$ cat src/rtl/legv8_pkg.sv
// Shared LEGv8 datapath types and constants.
// Latency: n/a (types only).
// Backpressure: n/a (types only).
package legv8_pkg;

    // Default datapath width.
    localparam int XLEN = 64;

    // Destination select carried with each beat into the 1-to-2 steering stage.
    typedef enum logic {
        DEST_A = 1'b0,
        DEST_B = 1'b1
    } dest_e;

endpackage

$ cat src/rtl/demux_stage_if.sv
// Bundles the producer channel and both consumer channels of demux_stage.
// Latency: n/a (wiring only); slave = the stage, master = its environment.
// Backpressure: valid/ready on every channel; flush is a sideband discard.
// Optional: DEMUX_STATS_EN adds cnt_clr, cnt_a and cnt_b.
interface demux_stage_if import legv8_pkg::*; #(
    parameter int WIDTH = XLEN
`ifdef DEMUX_STATS_EN
    ,
    parameter int CNT_W = 32
`endif
);
    logic             in_valid;
    logic             in_ready;
    logic [WIDTH-1:0] in_data;
    dest_e            in_sel;
    logic             flush;
    logic             a_valid;
    logic             a_ready;
    logic [WIDTH-1:0] a_data;
    logic             b_valid;
    logic             b_ready;
    logic [WIDTH-1:0] b_data;
`ifdef DEMUX_STATS_EN
    logic             cnt_clr;
    logic [CNT_W-1:0] cnt_a;
    logic [CNT_W-1:0] cnt_b;
`endif

    modport slave (
        input  in_valid, in_data, in_sel, flush, a_ready, b_ready,
`ifdef DEMUX_STATS_EN
        input  cnt_clr,
        output cnt_a, cnt_b,
`endif
        output in_ready, a_valid, a_data, b_valid, b_data
    );

    modport master (
        output in_valid, in_data, in_sel, flush, a_ready, b_ready,
`ifdef DEMUX_STATS_EN
        output cnt_clr,
        input  cnt_a, cnt_b,
`endif
        input  in_ready, a_valid, a_data, b_valid, b_data
    );

endinterface

$ cat src/rtl/demux_stage_sat_counter.sv
// Saturating up-counter with synchronous clear (clear beats increment).
// Latency: count reflects an increment one cycle after inc.
// Backpressure: none; sticks at all-ones instead of wrapping.
module sat_counter #(
    parameter int W = 32
) (
    input  logic         clk,
    input  logic         rst_n,
    input  logic         clr,
    input  logic         inc,
    output logic [W-1:0] count
);

    // Clear has priority; increment stops once the counter reaches all-ones.
    always_ff @(posedge clk or negedge rst_n) begin
        if (!rst_n) begin
            count <= '0;
        end else if (clr) begin
            count <= '0;
        end else if (inc && (count != {W{1'b1}})) begin
            count <= count + {{(W-1){1'b0}}, 1'b1};
        end
    end

endmodule

$ cat src/rtl/demux_stage.sv
// Registered 1-to-2 steering stage: each accepted beat goes to A (sel=0) or B (sel=1).
// Latency: 1 cycle from input handshake to valid on the selected output; 1 beat/cycle.
// Backpressure: single entry, in-order; a stalled head blocks everything behind it.
// Optional: DEMUX_STATS_EN adds saturating per-output fire counters with cnt_clr.
module demux_stage import legv8_pkg::*; #(
    parameter int WIDTH = XLEN
`ifdef DEMUX_STATS_EN
    ,
    parameter int CNT_W = 32
`endif
) (
    input  logic          clk,
    input  logic          rst_n,
    demux_stage_if.slave  bus
);

    logic             full_q;
    dest_e            sel_q;
    logic [WIDTH-1:0] data_q;

    logic a_fire;
    logic b_fire;
    logic out_fire;
    logic accept_ok;
    logic in_fire;

    // One shared data register feeds both outputs; only the valids are steered.
    assign bus.a_valid = full_q & (sel_q == DEST_A);
    assign bus.b_valid = full_q & (sel_q == DEST_B);
    assign bus.a_data  = data_q;
    assign bus.b_data  = data_q;

    // The non-selected consumer's ready cannot fire the entry because its valid is low.
    assign a_fire   = bus.a_valid & bus.a_ready;
    assign b_fire   = bus.b_valid & bus.b_ready;
    assign out_fire = a_fire | b_fire;

    // Accept when empty or draining this cycle; flush blocks acceptance.
    // The consumer-ready to in_ready combinational path is deliberate (no bubble).
    assign accept_ok    = ~bus.flush & (~full_q | out_fire);
    assign in_fire      = bus.in_valid & accept_ok;
    // Advertise ready while held in reset; the registers ignore it until release.
    assign bus.in_ready = accept_ok | ~rst_n;

    // Occupancy: flush wins, then a new beat (covers simultaneous drain), then drain.
    always_ff @(posedge clk or negedge rst_n) begin
        if (!rst_n) begin
            full_q <= 1'b0;
        end else if (bus.flush) begin
            full_q <= 1'b0;
        end else if (in_fire) begin
            full_q <= 1'b1;
        end else if (out_fire) begin
            full_q <= 1'b0;
        end
    end

    // Payload and destination are captured only on an input handshake.
    always_ff @(posedge clk or negedge rst_n) begin
        if (!rst_n) begin
            data_q <= '0;
            sel_q  <= DEST_A;
        end else if (in_fire) begin
            data_q <= bus.in_data;
            sel_q  <= bus.in_sel;
        end
    end

`ifdef DEMUX_STATS_EN
    sat_counter #(.W(CNT_W)) u_cnt_a (
        .clk   (clk),
        .rst_n (rst_n),
        .clr   (bus.cnt_clr),
        .inc   (a_fire),
        .count (bus.cnt_a)
    );

    sat_counter #(.W(CNT_W)) u_cnt_b (
        .clk   (clk),
        .rst_n (rst_n),
        .clr   (bus.cnt_clr),
        .inc   (b_fire),
        .count (bus.cnt_b)
    );
`endif

endmodule

$ cat src/flat_wrapper.sv
// flat-port wrapper written by rule: the top's interface ports become plain ports
module demux_stage_flat import legv8_pkg::*;
#(
    parameter int WIDTH = XLEN

)
  (clk, rst_n, bus_in_valid, bus_in_data, bus_in_sel, bus_flush, bus_a_ready, bus_b_ready, bus_in_ready, bus_a_valid, bus_a_data, bus_b_valid, bus_b_data);
  demux_stage_if #(.WIDTH(WIDTH)) bus_i ();
  input  logic clk;
  input  logic rst_n;
  input wire logic [$bits(bus_i.in_valid)-1:0] bus_in_valid;
  input wire logic [$bits(bus_i.in_data)-1:0] bus_in_data;
  input wire logic [$bits(bus_i.in_sel)-1:0] bus_in_sel;
  input wire logic [$bits(bus_i.flush)-1:0] bus_flush;
  input wire logic [$bits(bus_i.a_ready)-1:0] bus_a_ready;
  input wire logic [$bits(bus_i.b_ready)-1:0] bus_b_ready;
  output wire logic [$bits(bus_i.in_ready)-1:0] bus_in_ready;
  output wire logic [$bits(bus_i.a_valid)-1:0] bus_a_valid;
  output wire logic [$bits(bus_i.a_data)-1:0] bus_a_data;
  output wire logic [$bits(bus_i.b_valid)-1:0] bus_b_valid;
  output wire logic [$bits(bus_i.b_data)-1:0] bus_b_data;
  assign bus_i.in_valid = bus_in_valid;
  assign bus_i.in_data = bus_in_data;
  assign bus_i.in_sel = bus_in_sel;
  assign bus_i.flush = bus_flush;
  assign bus_i.a_ready = bus_a_ready;
  assign bus_i.b_ready = bus_b_ready;
  assign bus_in_ready = bus_i.in_ready;
  assign bus_a_valid = bus_i.a_valid;
  assign bus_a_data = bus_i.a_data;
  assign bus_b_valid = bus_i.b_valid;
  assign bus_b_data = bus_i.b_data;
  demux_stage #(.WIDTH(WIDTH)) u_core (.clk(clk), .rst_n(rst_n), .bus(bus_i));
endmodule
$ cat config.mk
export PLATFORM = sky130hd
export DESIGN_NAME = demux_stage_flat
export DESIGN_NICKNAME = d
export VERILOG_FILES = /design/src/rtl/legv8_pkg.sv /design/src/rtl/demux_stage_if.sv /design/src/rtl/demux_stage_sat_counter.sv /design/src/rtl/demux_stage.sv /design/src/flat_wrapper.sv
export SDC_FILE = /design/constraint.sdc
export NUM_CORES = 1
export LEC_CHECK = 0
export BUFFER_PORTS_ARGS = -buffer_cell sky130_fd_sc_hd__buf_2
export CORE_MARGIN = 2
export CORE_UTILIZATION = 38
export CTS_CLUSTER_DIAMETER = 30
export DETAILED_ROUTE_END_ITERATION = 6
export GPL_TIMING_DRIVEN = 0
export PLACE_DENSITY_LB_ADDON = 0.15
export SYNTH_ARGS = -nofsm -noshare
export SYNTH_HDL_FRONTEND = slang
export SYNTH_SLANG_ARGS = --single-unit
$ cat constraint.sdc
create_clock -name clk -period 1.5 [get_ports clk]
set_input_delay 0.15 -clock clk [delete_from_list [all_inputs] [get_ports clk]]
set_output_delay 0.15 -clock clk [all_outputs]
set_load 0.03 [all_outputs]
==> metrics.yaml <==
outcome:
  status: "finished, violations left"
  violations: "hold timing, setup timing"
setup_path:
  crit_buf_inv: 2
  critPathSlowestCell: "dfrtp_1"
  worstPathRequired_ps: 1710
  critPathLaunchType: "register"
  max_stage_delay_ps: 420
  cpMostUsedCell: "buf_12"
  crit_chain: "mux2i_4 -> a21oi_4 -> buf_12 -> buf_12 -> mux2_4"
  critPathTopFamily: "multiplexers"
  crit_arrival_ps: 1790
  critPathKind: "reg -> reg"
  critPathMaxFanout: 10
  end_kind: "register"
placed_design:
  placed_area_um2: 4140
  numPortBuffers: 201
  hpwl_um: 4870
  place.gp.congestion: 0.686
  pre_cts_slack_ps: -246
  dp.cells: 518
yosys:
  synth_common_cells: "buf_4, dfrtp_1, mux2_2"
  synth_seq_cells: 66
  yosys_warnings: 0
  yosysTopAreaCellShare_pct: 54.9
  synth.distinct_cells: 17
  synth.most_common_cell: "buf_4"
  netlist_area_um2: 3010
  postSynthCellCount: 215
  async_reset_ff_share_pct: 100
  synth-edff-count: 0
  synth_fp_nets: 286
  yosysTopAreaCell: "dfrtp_1"
  ys_seq_area_share_pct: 54.9
  avgSynthCellArea_um2: 14.0
  synthFlopType: "dfrtp_1"
  yosys-top-cells-area: "dfrtp_1, mux2_2, buf_4"
routing:
  wl_met1_um: 3000
  top_layer: "met4"
  wl_um: 7240
  vias_per_cell: 4.27
  route.met2.wl_um: 3570
  drtPass1Iterations: 3
  drt_iter0_markers: 38
  wl_met3_um: 565
  post_drt_wl_per_cell_um: 13.3
  drc: 0
  drtAntennaViolNets: 0
  via_count: 2323
floorplanning:
  initial_utilization_pct: 39.1
  fp.dieH_um: 93.0
  rows: 32
  die_x_um: 93.0
  die-area_um2: 8640
  num_io_pins: 202
  core_area_um2: 7690
cts:
  path_clk_slew_ps: 70
  cts_sinks: 66
  cts_tree: "built"
  h-tree-depth: 3
  insertion_delay_ps: 330
  numCtsBuffers: 9
  cts_buffer_depth: 2
  cts-root-buf: "clkbuf_8"
sta:
  setup_viol_count_final: 63
  timing.fmax_mhz: 631
  setup_tns_ps: -3600
  finalHoldViolations: 58
  slew_violations: 0
  hold_ws_ps: -103
  worstMarginPinSlew_ps: 743
  period_needed_ps: 1590
  fin_crit_sh_pct: 106
  fin_ws_ps: -85.4
  slew_headroom_pct: 50.5
  fin_skew_ps: 13.8
  rsz0062_at_grt: "yes"
power:
  clock_power_share_pct: 20.6
  switchingPower_mw: 2.71
  p_total_mw: 6.99
  power_density_nw_per_um2: 1440
  swShare_pct: 38.8
  pwr-share-comb_pct: 45.7
  max-vdd-ir-drop_mv: 0.763
  power.leakage_nw: 2.63
  pwr-share-seq_pct: 33.7
  internal_power_mw: 4.28
cells_and_area:
  final_util_pct: 63.0
  n_fill_cell: 640
  areaGrowthSynthToFinish_pct: 61.0
  instances_no_fill: 544
  drive_above_1_share_pct: 81.0
  diodes: 0
  design_area_um2: 4840
  nNetsFinal: 509
global_route:
  antenna_found_initial: 0
  grt-ovfl-total: 0
  grt_pass1_wl_um: 10800
  grt_usage_pct: 15.9
  grt_max_degree: 68
  grt_pass1_vias: 2197
flow_run:
  cap_violations: 0
min_path:
  hold_path_class: "in -> async"
-- worst register-to-register path, stage by stage, from the launching register on --
cell and delay (ps):
dfrtp_1 420, mux2i_4 220, a21oi_4 180, buf_12 190, buf_12 160, mux2_4 310
-- power by group through the flow --
| stage | logic [mW] | registers (mW) | clock network (mW) |
|---|---|---|---|
| after global placement | 2.88 | 2.37 | 0 |
| final | 3.19 | 2.36 | 1.44 |
| after floorplan | 1.48 | 2.97 | 0 |
| after global routing | 3.36 | 2.41 | 1.56 |
| after detailed placement | 2.91 | 2.38 | 0 |
| after CTS | 3.17 | 2.36 | 1.49 |
-- repair_timing --
| action | in CTS | in global routing |
|---|---|---|
| buffers inserted | 4 | 0 |
| gates cloned | 0 | 5 |
| pin swaps | 2 | 1 |
| gates resized for setup | 79 | 4 |
| hold buffers | 1 | 1 |
| endpoints found under the setup margin | 62 | 63 |
| hold endpoints to repair | 67 | 8 |
-- logic make-up (layout without fill, tap and decap cells) --
logic type | Yosys count | after routing | synth area share, %
simple gates | 6 | 6 | 1.08
mux | 65 | 65 | 24.3
buf+inv | 72 | 299 | 18.1
flops | 66 | 66 | 54.9
compound gates | 6 | 6 | 1.58
-- metal layers --
| metal | track usage, % | vias up |
|---|---|---|
| met1 | 20.7 | 1092 |
| met5 | 0 | - |
| met3 | 3.25 | 10 |
| met4 | 6.25 | 0 |
| li1 | - | 1101 |
| met2 | 26.1 | 120 |
-- placed cells by master, fill, tap and decap left out, types with 2 or more instances in the layout --
master,instances
buf_12,7
clkbuf_16,5
a21oi_1,2
clkbuf_8,10
dlygate4sd3_1,2
mux2_4,62
buf_6,3
clkbuf_1,3
nor2b_1,2
dfrtp_1,66
buf_4,66
buf_2,199
mux2_2,2
inv_1,2
-- state kept, by name, indices dropped and copies added, names as in the netlist --
signal	flops
u_core.full_q	1
u_core.bus.a_data	64
u_core.sel_q	1
-- final cells by class --
type                       instances  area (um^2)  share of cell area, %
buffer                            70          601                   12.4
sequential                        66         1650                   34.1
inverter                           2         7.51                  0.155
clock buffer                      13          149                   3.08
clock inverter                     2         37.5                  0.776
timing repair buffer             212         1210                   25.0
multi-input combinational         77         1060                   21.8
tap                              102          128                   2.64
-- path summary, 6_finish.rpt --
| check | start | end | slack [ps] | depth (start not counted) |
|---|---|---|---|---|
| setup reg to reg | u_core.sel_q | u_core.bus.a_data[45] | -90 | 5 |
| setup / recovery | u_core.sel_q | u_core.bus.a_data[45] | -90 | 5 |
| min in group clk | bus_in_sel | u_core.sel_q | 40 | 2 |
| hold / removal | rst_n | u_core.bus.a_data[59] | -100 | 1 |
| hold reg to reg | u_core.bus.a_data[4] | u_core.bus.a_data[4] | 530 | 1 |
| max in group asynchronous | rst_n | u_core.bus.a_data[25] | 340 | 2 |
(Power assumes the default switching activity.)
